==> src/rtl/writeback_arbiter.sv <==
// Write-back arbiter: buffers adder/multiplier/memory results in per-unit FIFOs
// and issues one acknowledged register-file write at a time, round-robin.
module writeback_arbiter #(
  parameter int unsigned FIFO_DEPTH  = 4,
  parameter int unsigned DATA_WIDTH  = 32,
  parameter int unsigned ADDR_WIDTH  = 5,
  parameter int unsigned ACK_TIMEOUT = 16
) (
  input  logic                                  clk,
  input  logic                                  reset,
  input  logic                                  adder_valid,
  input  logic [ADDR_WIDTH-1:0]                 adder_dest,
  input  logic [DATA_WIDTH-1:0]                 adder_result,
  output logic                                  adder_ready,
  input  logic                                  mult_valid,
  input  logic [ADDR_WIDTH-1:0]                 mult_dest,
  input  logic [DATA_WIDTH-1:0]                 mult_result,
  output logic                                  mult_ready,
  input  logic                                  mem_valid,
  input  logic [ADDR_WIDTH-1:0]                 mem_dest,
  input  logic [DATA_WIDTH-1:0]                 mem_result,
  output logic                                  mem_ready,
  output logic                                  wb_write_enable,
  output logic [ADDR_WIDTH-1:0]                 wb_write_dest,
  output logic [DATA_WIDTH-1:0]                 wb_write_data,
  output logic [1:0]                            wb_unit,
  input  logic                                  wb_ack,
  output logic [$clog2(3*FIFO_DEPTH+1)-1:0]     pending_count,
  output logic                                  timeout_error
);

  localparam int unsigned NUM_UNITS = 3;
  localparam int unsigned PTR_W     = $clog2(FIFO_DEPTH);
  localparam int unsigned CNT_W     = $clog2(FIFO_DEPTH + 1);
  localparam int unsigned PEND_W    = $clog2(3 * FIFO_DEPTH + 1);
  localparam int unsigned TMO_W     = ($clog2(ACK_TIMEOUT) > 0) ? $clog2(ACK_TIMEOUT) : 1;
  localparam int unsigned ENTRY_W   = ADDR_WIDTH + DATA_WIDTH;

  typedef enum logic [1:0] {S_IDLE, S_WAIT_ACK, S_GAP} state_t;

  state_t                state;
  logic [1:0]            rr_ptr;
  logic [TMO_W-1:0]      tmo_cnt;

  logic [NUM_UNITS-1:0]  in_valid;
  logic [ADDR_WIDTH-1:0] in_dest [NUM_UNITS];
  logic [DATA_WIDTH-1:0] in_data [NUM_UNITS];

  logic [ENTRY_W-1:0]    fifo_mem [NUM_UNITS][FIFO_DEPTH];
  logic [PTR_W-1:0]      wr_ptr   [NUM_UNITS];
  logic [PTR_W-1:0]      rd_ptr   [NUM_UNITS];
  logic [CNT_W-1:0]      cnt      [NUM_UNITS];
  logic [CNT_W-1:0]      cnt_next [NUM_UNITS];
  logic [NUM_UNITS-1:0]  ready_q;

  logic [NUM_UNITS-1:0]  push;
  logic [NUM_UNITS-1:0]  pop;
  logic                  pop_any;
  logic                  tmo_last;
  logic                  grant_valid;
  logic [1:0]            grant_unit;
  logic [2:0]            cand;
  logic [ENTRY_W-1:0]    head_sel;
  logic [PEND_W-1:0]     pending_next;

  assign in_valid   = {mem_valid, mult_valid, adder_valid};
  assign in_dest[0] = adder_dest;
  assign in_dest[1] = mult_dest;
  assign in_dest[2] = mem_dest;
  assign in_data[0] = adder_result;
  assign in_data[1] = mult_result;
  assign in_data[2] = mem_result;

  assign adder_ready = ready_q[0];
  assign mult_ready  = ready_q[1];
  assign mem_ready   = ready_q[2];

  // Handshake, pop, round-robin grant and occupancy bookkeeping
  always_comb begin
    push         = '0;
    pop          = '0;
    grant_valid  = 1'b0;
    grant_unit   = 2'd0;
    cand         = 3'd0;
    head_sel     = '0;
    tmo_last     = (tmo_cnt == TMO_W'(ACK_TIMEOUT - 1));
    pop_any      = (state == S_WAIT_ACK) && (wb_ack || tmo_last);
    for (int u = 0; u < NUM_UNITS; u++) begin
      // dest 0 is handshaken but never buffered
      push[u]     = in_valid[u] && ready_q[u] && (in_dest[u] != '0);
      pop[u]      = pop_any && (wb_unit == 2'(u));
      cnt_next[u] = cnt[u] + CNT_W'(push[u]) - CNT_W'(pop[u]);
    end
    for (int i = 0; i < NUM_UNITS; i++) begin
      cand = 3'(rr_ptr) + 3'(i);
      if (cand >= 3'd3) cand = cand - 3'd3;
      for (int u = 0; u < NUM_UNITS; u++) begin
        if (!grant_valid && (cand == 3'(u)) && (cnt[u] != '0)) begin
          grant_valid = 1'b1;
          grant_unit  = 2'(u);
        end
      end
    end
    for (int u = 0; u < NUM_UNITS; u++) begin
      if (grant_unit == 2'(u)) head_sel = fifo_mem[u][rd_ptr[u]];
    end
    pending_next = pending_count + PEND_W'(push[0]) + PEND_W'(push[1])
                 + PEND_W'(push[2]) - PEND_W'(pop_any);
  end

  // FIFO storage; contents need no reset since pointers define validity
  always_ff @(posedge clk) begin
    for (int u = 0; u < NUM_UNITS; u++) begin
      if (push[u]) fifo_mem[u][wr_ptr[u]] <= {in_dest[u], in_data[u]};
    end
  end

  // FIFO pointers, occupancy, registered ready and total pending count
  always_ff @(posedge clk) begin
    if (!reset) begin
      for (int u = 0; u < NUM_UNITS; u++) begin
        wr_ptr[u] <= '0;
        rd_ptr[u] <= '0;
        cnt[u]    <= '0;
      end
      ready_q       <= '1;
      pending_count <= '0;
    end else begin
      for (int u = 0; u < NUM_UNITS; u++) begin
        if (push[u]) wr_ptr[u] <= wr_ptr[u] + PTR_W'(1);
        if (pop[u])  rd_ptr[u] <= rd_ptr[u] + PTR_W'(1);
        cnt[u]     <= cnt_next[u];
        ready_q[u] <= (cnt_next[u] != CNT_W'(FIFO_DEPTH));
      end
      pending_count <= pending_next;
    end
  end

  // Issue FSM: grant in IDLE, hold until ack or timeout, then one GAP cycle
  always_ff @(posedge clk) begin
    if (!reset) begin
      state           <= S_IDLE;
      rr_ptr          <= 2'd0;
      tmo_cnt         <= '0;
      wb_write_enable <= 1'b0;
      wb_write_dest   <= '0;
      wb_write_data   <= '0;
      wb_unit         <= 2'd0;
      timeout_error   <= 1'b0;
    end else begin
      case (state)
        S_IDLE: begin
          if (grant_valid) begin
            wb_write_enable <= 1'b1;
            {wb_write_dest, wb_write_data} <= head_sel;
            wb_unit         <= grant_unit;
            rr_ptr          <= (grant_unit == 2'd2) ? 2'd0 : grant_unit + 2'd1;
            tmo_cnt         <= '0;
            state           <= S_WAIT_ACK;
          end
        end
        S_WAIT_ACK: begin
          if (wb_ack) begin
            wb_write_enable <= 1'b0;
            state           <= S_GAP;
          end else if (tmo_last) begin
            timeout_error   <= 1'b1;
            wb_write_enable <= 1'b0;
            state           <= S_GAP;
          end else begin
            tmo_cnt <= tmo_cnt + TMO_W'(1);
          end
        end
        S_GAP: state <= S_IDLE;
        default: state <= S_IDLE;
      endcase
    end
  end

endmodule
==> config.mk <==
export PLATFORM = sky130hd
export DESIGN_NAME = writeback_arbiter
export DESIGN_NICKNAME = d
export VERILOG_FILES = /design/src/rtl/writeback_arbiter.sv
export SDC_FILE = /design/constraint.sdc
export NUM_CORES = 1
export LEC_CHECK = 0
export ABC_AREA = 1
export BUFFER_PORTS_ARGS = -buffer_cell sky130_fd_sc_hd__buf_2
export CAP_MARGIN = 40
export CORE_MARGIN = 3
export CORE_UTILIZATION = 35
export CTS_CLUSTER_DIAMETER = 30
export DETAILED_ROUTE_END_ITERATION = 8
export SYNTH_ARGS = -nofsm -noshare
export SYNTH_HDL_FRONTEND = slang
export SYNTH_SLANG_ARGS = --single-unit
==> constraint.sdc <==
create_clock -name clk -period 3.5 [get_ports clk]
set_input_delay 0.7 -clock clk [delete_from_list [all_inputs] [get_ports clk]]
set_output_delay 0.7 -clock clk [all_outputs]
set_load 0.02 [all_outputs]
## Word-level counts from Yosys, hierarchy flattened

Memories as Yosys holds them, arrays and structs flattened.
Cells that the tools add are included.

- Add/subtract/negate cells: 23
- Order comparisons: 12
- Eq/ne operators: 19
- Muxes and demuxes: 83
- Bitwise operators: 16
- Reduce and logical (&&, ||, !) cells: 57

Operators by type and width:

| kind | count |
|---|---|
| $mux W148 | 3 |
| $mux W37 | 12 |
| $bmux W37 S2 | 3 |
| $demux W37 S2 | 3 |
| $mux W2 | 17 |
| $mux W1 | 33 |
| $logic_and A1 B1 Y1 | 30 |
| $ge A3 B3 Y1 const B | 6 |
| $mux W3 | 6 |
| $not A2 Y3 | 6 |
| $reduce_bool A5 Y1 | 3 |
| $add A2 B1 Y2 const B | 7 |
| $add A4 B1 Y4 | 3 |
| $mux W4 | 3 |
| $ne A3 B3 Y1 const B | 4 |
| $add A3 B1 Y3 | 3 |
| $eq A3 B1 Y1 const B | 3 |
| $eq A3 B2 Y1 const B | 3 |
| $logic_not A3 Y1 | 3 |
| $lt A3 B1 Y1 const B | 3 |
| $or A1 B1 Y1 | 9 |
| $reduce_bool A3 Y1 | 3 |
| $sub A3 B1 Y3 | 3 |
| $logic_not A1 Y1 | 8 |
| 22 further kinds | 33 |

- Register bits: 56
- Memory bits (writable): 465
- Bits of input ports: 117
- Output and inout bits: 48
- Logic and storage cells: 224
- Memories: 4

Memory list:

| name | words | width | read ports | clocked after memory_dff | wr ports | line | source |
|---|---|---|---|---|---|---|---|
| fifo_mem | 3 | 148 | 3 | 0 | 3 | 49 | `logic [ENTRY_W-1:0] fifo_mem [NUM_UNITS][FIFO_DEPTH];` |
| cnt | 3 | 3 | 3 | 0 | 3 | 52 | `logic [CNT_W-1:0] cnt [NUM_UNITS];` |
| rd_ptr | 3 | 2 | 3 | 0 | 3 | 51 | `logic [PTR_W-1:0] rd_ptr [NUM_UNITS];` |
| wr_ptr | 3 | 2 | 3 | 0 | 3 | 50 | `logic [PTR_W-1:0] wr_ptr [NUM_UNITS];` |

## Longest topological paths before layout

- Depth after elaboration: 41
- Gate-level depth with buffers: 17

## Least setup slack after synthesis

Ideal clock, no wire load.

- Path type: input port to flip-flop
- Start point: input mem_dest[3]
- End point: memory fifo_mem[0][296] in the netlist's numbering, enable pin
- Setup time: 431 ps
- Arrival: 2594 ps
- Data required time: 3069 ps
- Setup slack: 474 ps
- Stages: 4
- Path through: nor3_1 -> nand2_1 -> nand3_1 -> nor2_1

RTL lines:

| what | line | source |
|---|---|---|
| start: declaration | 20 | `input logic [ADDR_WIDTH-1:0] mem_dest,` |
| end: declaration | 49 |  |

## Worst setup path after layout

- Start point: register tmo_cnt[0]
- End point: register ready_q[0]

- Longest elaborated chain between the ends: 6

Ends and longest elaborated chain:

| what | line | source |
|---|---|---|
| start: declaration | 43 | `logic [TMO_W-1:0] tmo_cnt;` |
| start signal: assignment | 171 | `tmo_cnt <= tmo_cnt + TMO_W'(1);` |
| $eq A4 B4 Y1 | 86 | `tmo_last = (tmo_cnt == TMO_W'(ACK_TIMEOUT - 1));` |
| $logic_or A1 B1 Y1 | 87 | `pop_any = (state == S_WAIT_ACK) && (wb_ack \|\| tmo_last);` |
| $logic_and A1 B1 Y1 | 87 |  |
| $logic_and A1 B1 Y1 | 91 | `pop[u] = pop_any && (wb_unit == 2'(u));` |
| $sub A3 B1 Y3 | 92 | `cnt_next[u] = cnt[u] + CNT_W'(push[u]) - CNT_W'(pop[u]);` |
| $ne A3 B3 Y1 | 133 | `ready_q[u] <= (cnt_next[u] != CNT_W'(FIFO_DEPTH));` |
| end signal: indexed assignment | 133 |  |
| end: declaration | 54 | `logic [NUM_UNITS-1:0] ready_q;` |

Every way passes these cells.
A chain may end at the register's enable or synchronous reset.

==> flow_metrics.env <==
export IMPL_status="complete, no violations"
export IMPL_setup_ws_ps=656
export IMPL_syn2layout_area_growth_pct=25.5
export IMPL_netSwitchingFraction_pct=33.8
export IMPL_powerDensity_mw_per_mm2=939
export IMPL_syn_avg_cell_area_sq_um=12.3
export IMPL_die_y_um=249
export IMPL_clock_power_share_pct=40.3
export IMPL_synth_area_sq_mm=0.0207
export IMPL_clock_skew_ps=22.2
export IMPL_grt_overflow=0
export IMPL_clock_path_buffers=3
export IMPL_die_w_um=249
export IMPL_rsz0062_at_grt="false"
export IMPL_wl_mm=57.8
export IMPL_period_minus_slack_ps=2840
export IMPL_slew_viol_final=0
export IMPL_h_tree_depth=3
export IMPL_numClockSinks=521
export IMPL_drive_gt1_share_pct=20.4
export IMPL_setup_viol=0
export IMPL_antenna_found_initial=10
export IMPL_vdd_ir_drop_max_mv=0.553
export IMPL_synth_ff_type="edfxtp_1"
export IMPL_clk_transition_reported_paths_ps=50
export IMPL_multi_input_area_sq_mm=0.00499
export IMPL_initial_core_util_pct=35.6
export IMPL_place_gp_congestion=0.816
export IMPL_critPathMaxFanout=5
export IMPL_startpoint_type="register"
export IMPL_clock_latency_ps=620
export IMPL_cp_required_ps=4000
export IMPL_hp_class="primary input to register"
export IMPL_seq_area_sq_mm=0.0150
export IMPL_firstDrtPassIters=5
export IMPL_cp_common_cell="inv_1"
export IMPL_cts_tree="built"
export IMPL_drtAntennaViolNets=0
export IMPL_p_seq_share_pct=33.5
export IMPL_crit_type="register to register"
export IMPL_tightest_slew_ps=860
export IMPL_fin_crit_sh_pct=81.3
export IMPL_crit_slowest_cell="dfxtp_1"
export IMPL_final_nets=2036
export IMPL_detail_route_wl_per_cell_um=21.1
export IMPL_synth_nets=1827
export IMPL_synth_cells=1677
export IMPL_async_reset_ff_share_pct=0
export IMPL_io_buffers=164
export IMPL_core_area_sq_mm=0.0580
export IMPL_synth_edff_count=456
export IMPL_ys_seq_elements=521
export IMPL_fillers=5209
export IMPL_synth_seq_area_share_pct=72.5
export IMPL_drt_iter0_markers=1051
export IMPL_cp_data_arrival_time_ps=3340
export IMPL_dr_total_vias=14086
export IMPL_grt_pass1_vias=13795
export IMPL_grt_max_degree=86
export IMPL_netlist_cell_type_count=37
export IMPL_hpwl_mm=36.6
export IMPL_place_ws_ps=500
export IMPL_ys_warn_count=0
export IMPL_timing_hold_ws_ps=286
export IMPL_routed_via_density=5.14
export IMPL_p_comb_share_pct=26.2
export IMPL_max_slew_margin_rel_pct=42.6
export IMPL_max_freq_mhz=352
export IMPL_fp_dieArea_sq_mm=0.0620
export IMPL_cts_resized=0
export IMPL_maxCapViolations=0
export IMPL_tns_ps=0
export IMPL_ios=165
export IMPL_critPathMaxStageDelay_ps=370
export IMPL_ctsHoldBuffers=0
export IMPL_power_internal_mw=16.1
export IMPL_path_cells="ha_1, nand2_1, inv_1, nand2_1, nand2_1, inv_1, nor2_1, inv_1, nor3_1, ha_1, inv_1, ha_1, inv_1, fa_1, xor2_1, nor2_1, nand3b_1"
export IMPL_finish_utilization_pct=44.7
export IMPL_root_buffer="clkbuf_16"
export IMPL_grt_pass1_wl_mm=85.9
export IMPL_grt_use_total_pct=18.2
export IMPL_cts_buffers=101
export IMPL_power_leakage_nw=9.59
export IMPL_cts_setup_buffers=0
export IMPL_end_kind="register"
export IMPL_hold_viol_final=0
export IMPL_num_rows=88
export IMPL_p_sw_mw=8.23
export IMPL_drc_errors=0
## worst max-delay path: cells and delay by family (launching register included)
family                     cells  cell delay, ps
adders and majority gates      4             970
and+or+nand+nor                7             810
buffers and inverters          5             420
DFF                            1             370
xor gates and xnor gates       1             170
## cells in the mapped netlist (9+ instances only)
library cell    n  area (sq um)
nand2_1       148           556
edfxtp_1      456         13700
clkbuf_1       71           267
a21oi_1        66           330
dfxtp_1        65          1300
inv_1          94           353
o22ai_1        97           607
nand3_1        61           305
buf_2          10          50.1
a31oi_1        10          62.6
o21ai_0       230          1150
nor2_1        254           953
ha_1           28           350
buf_1           9          33.8
## cell type report
| class | count | area share (%) |
|---|---|---|
| antenna | 2 | 0.0193 |
| clock buffer | 119 | 10.3 |
| clock inverter | 70 | 3.22 |
| inverter | 95 | 1.38 |
| multi-input combinational | 963 | 19.2 |
| sequential | 521 | 57.8 |
| tap | 765 | 3.69 |
| timing repair buffer | 204 | 4.41 |
## registers in the layout, indices dropped and copies added, names as in the netlist, 2 cells and up
signal         count
cnt                9
fifo_mem         444
pending_count      4
rd_ptr             6
ready_q            3
rr_ptr             2
state              2
tmo_cnt            4
wb_unit            2
wb_write_data     32
wb_write_dest      5
wr_ptr             6
## stage by stage
stage,instance area [sq um],power [mW],cells
2_1_floorplan,20700,12.1,1677
3_3_place_gp,22400,14.5,2547
3_5_place_dp,22400,14.6,2548
4_1_cts,26000,24.5,2737
5_1_grt,26000,25.5,2738
6_report,26000,24.4,2739
## cells in the final DEF, fill, tap and decap left out, types with 15 or more instances in the layout
cell and n:
clkinv_2 19, nand2_1 148, o22ai_1 97, buf_2 165, o21ai_0 230, nand3_1 61, clkbuf_16 103, a21oi_1 66
inv_1 91, dfxtp_1 65, nor2_1 241, clkinv_1 15, bufinv_16 17, ha_1 28, buf_4 37, edfxtp_1 456
## per-layer routing
layer	global-route usage [%]	part of all wire (%)	up-vias
met5	0	0.13	-
li1	-	-	6488
met1	23.6	42	6996
met2	29.5	48	488
met4	6.65	2.8	14
met3	4.89	7.5	100
## cells by family (layout without fill, tap and decap cells)
group | after synthesis | after routing | synth area share (%)
buffers and inverters | 193 | 488 | 3.79
adders and majority gates | 33 | 33 | 2.18
and+or+nand+nor | 494 | 494 | 9.83
other | 0 | 2 | 0
AOI/OAI and AO/OA | 426 | 426 | 11.3
xor gates and xnor gates | 10 | 10 | 0.423
DFF | 521 | 521 | 72.5
## power groups by stage
| stage | registers [mW] | logic, mW | clock network [mW] |
|---|---|---|---|
| after floorplan | 8.38 | 3.69 | 0 |
| after global placement | 8.24 | 6.23 | 0 |
| after detailed placement | 8.26 | 6.36 | 0 |
| after CTS | 8.16 | 6.40 | 9.94 |
| after global routing | 8.22 | 6.98 | 10.3 |
| final | 8.16 | 6.39 | 9.81 |
## final timing paths
check / depth (start not counted) / slack [ps] / start / endpoint
worst max-delay path: 17 / 660 / tmo_cnt[0] / ready_q[0]
worst min-delay path: 1 / 290 / adder_result[19] / fifo_mem[0][19]
worst max register to register: 17 / 660 / tmo_cnt[0] / ready_q[0]
worst min register to register: 2 / 470 / wb_write_data[7] / wb_write_data[7]
No activity file was read; power rests on OpenSTA's default activity.
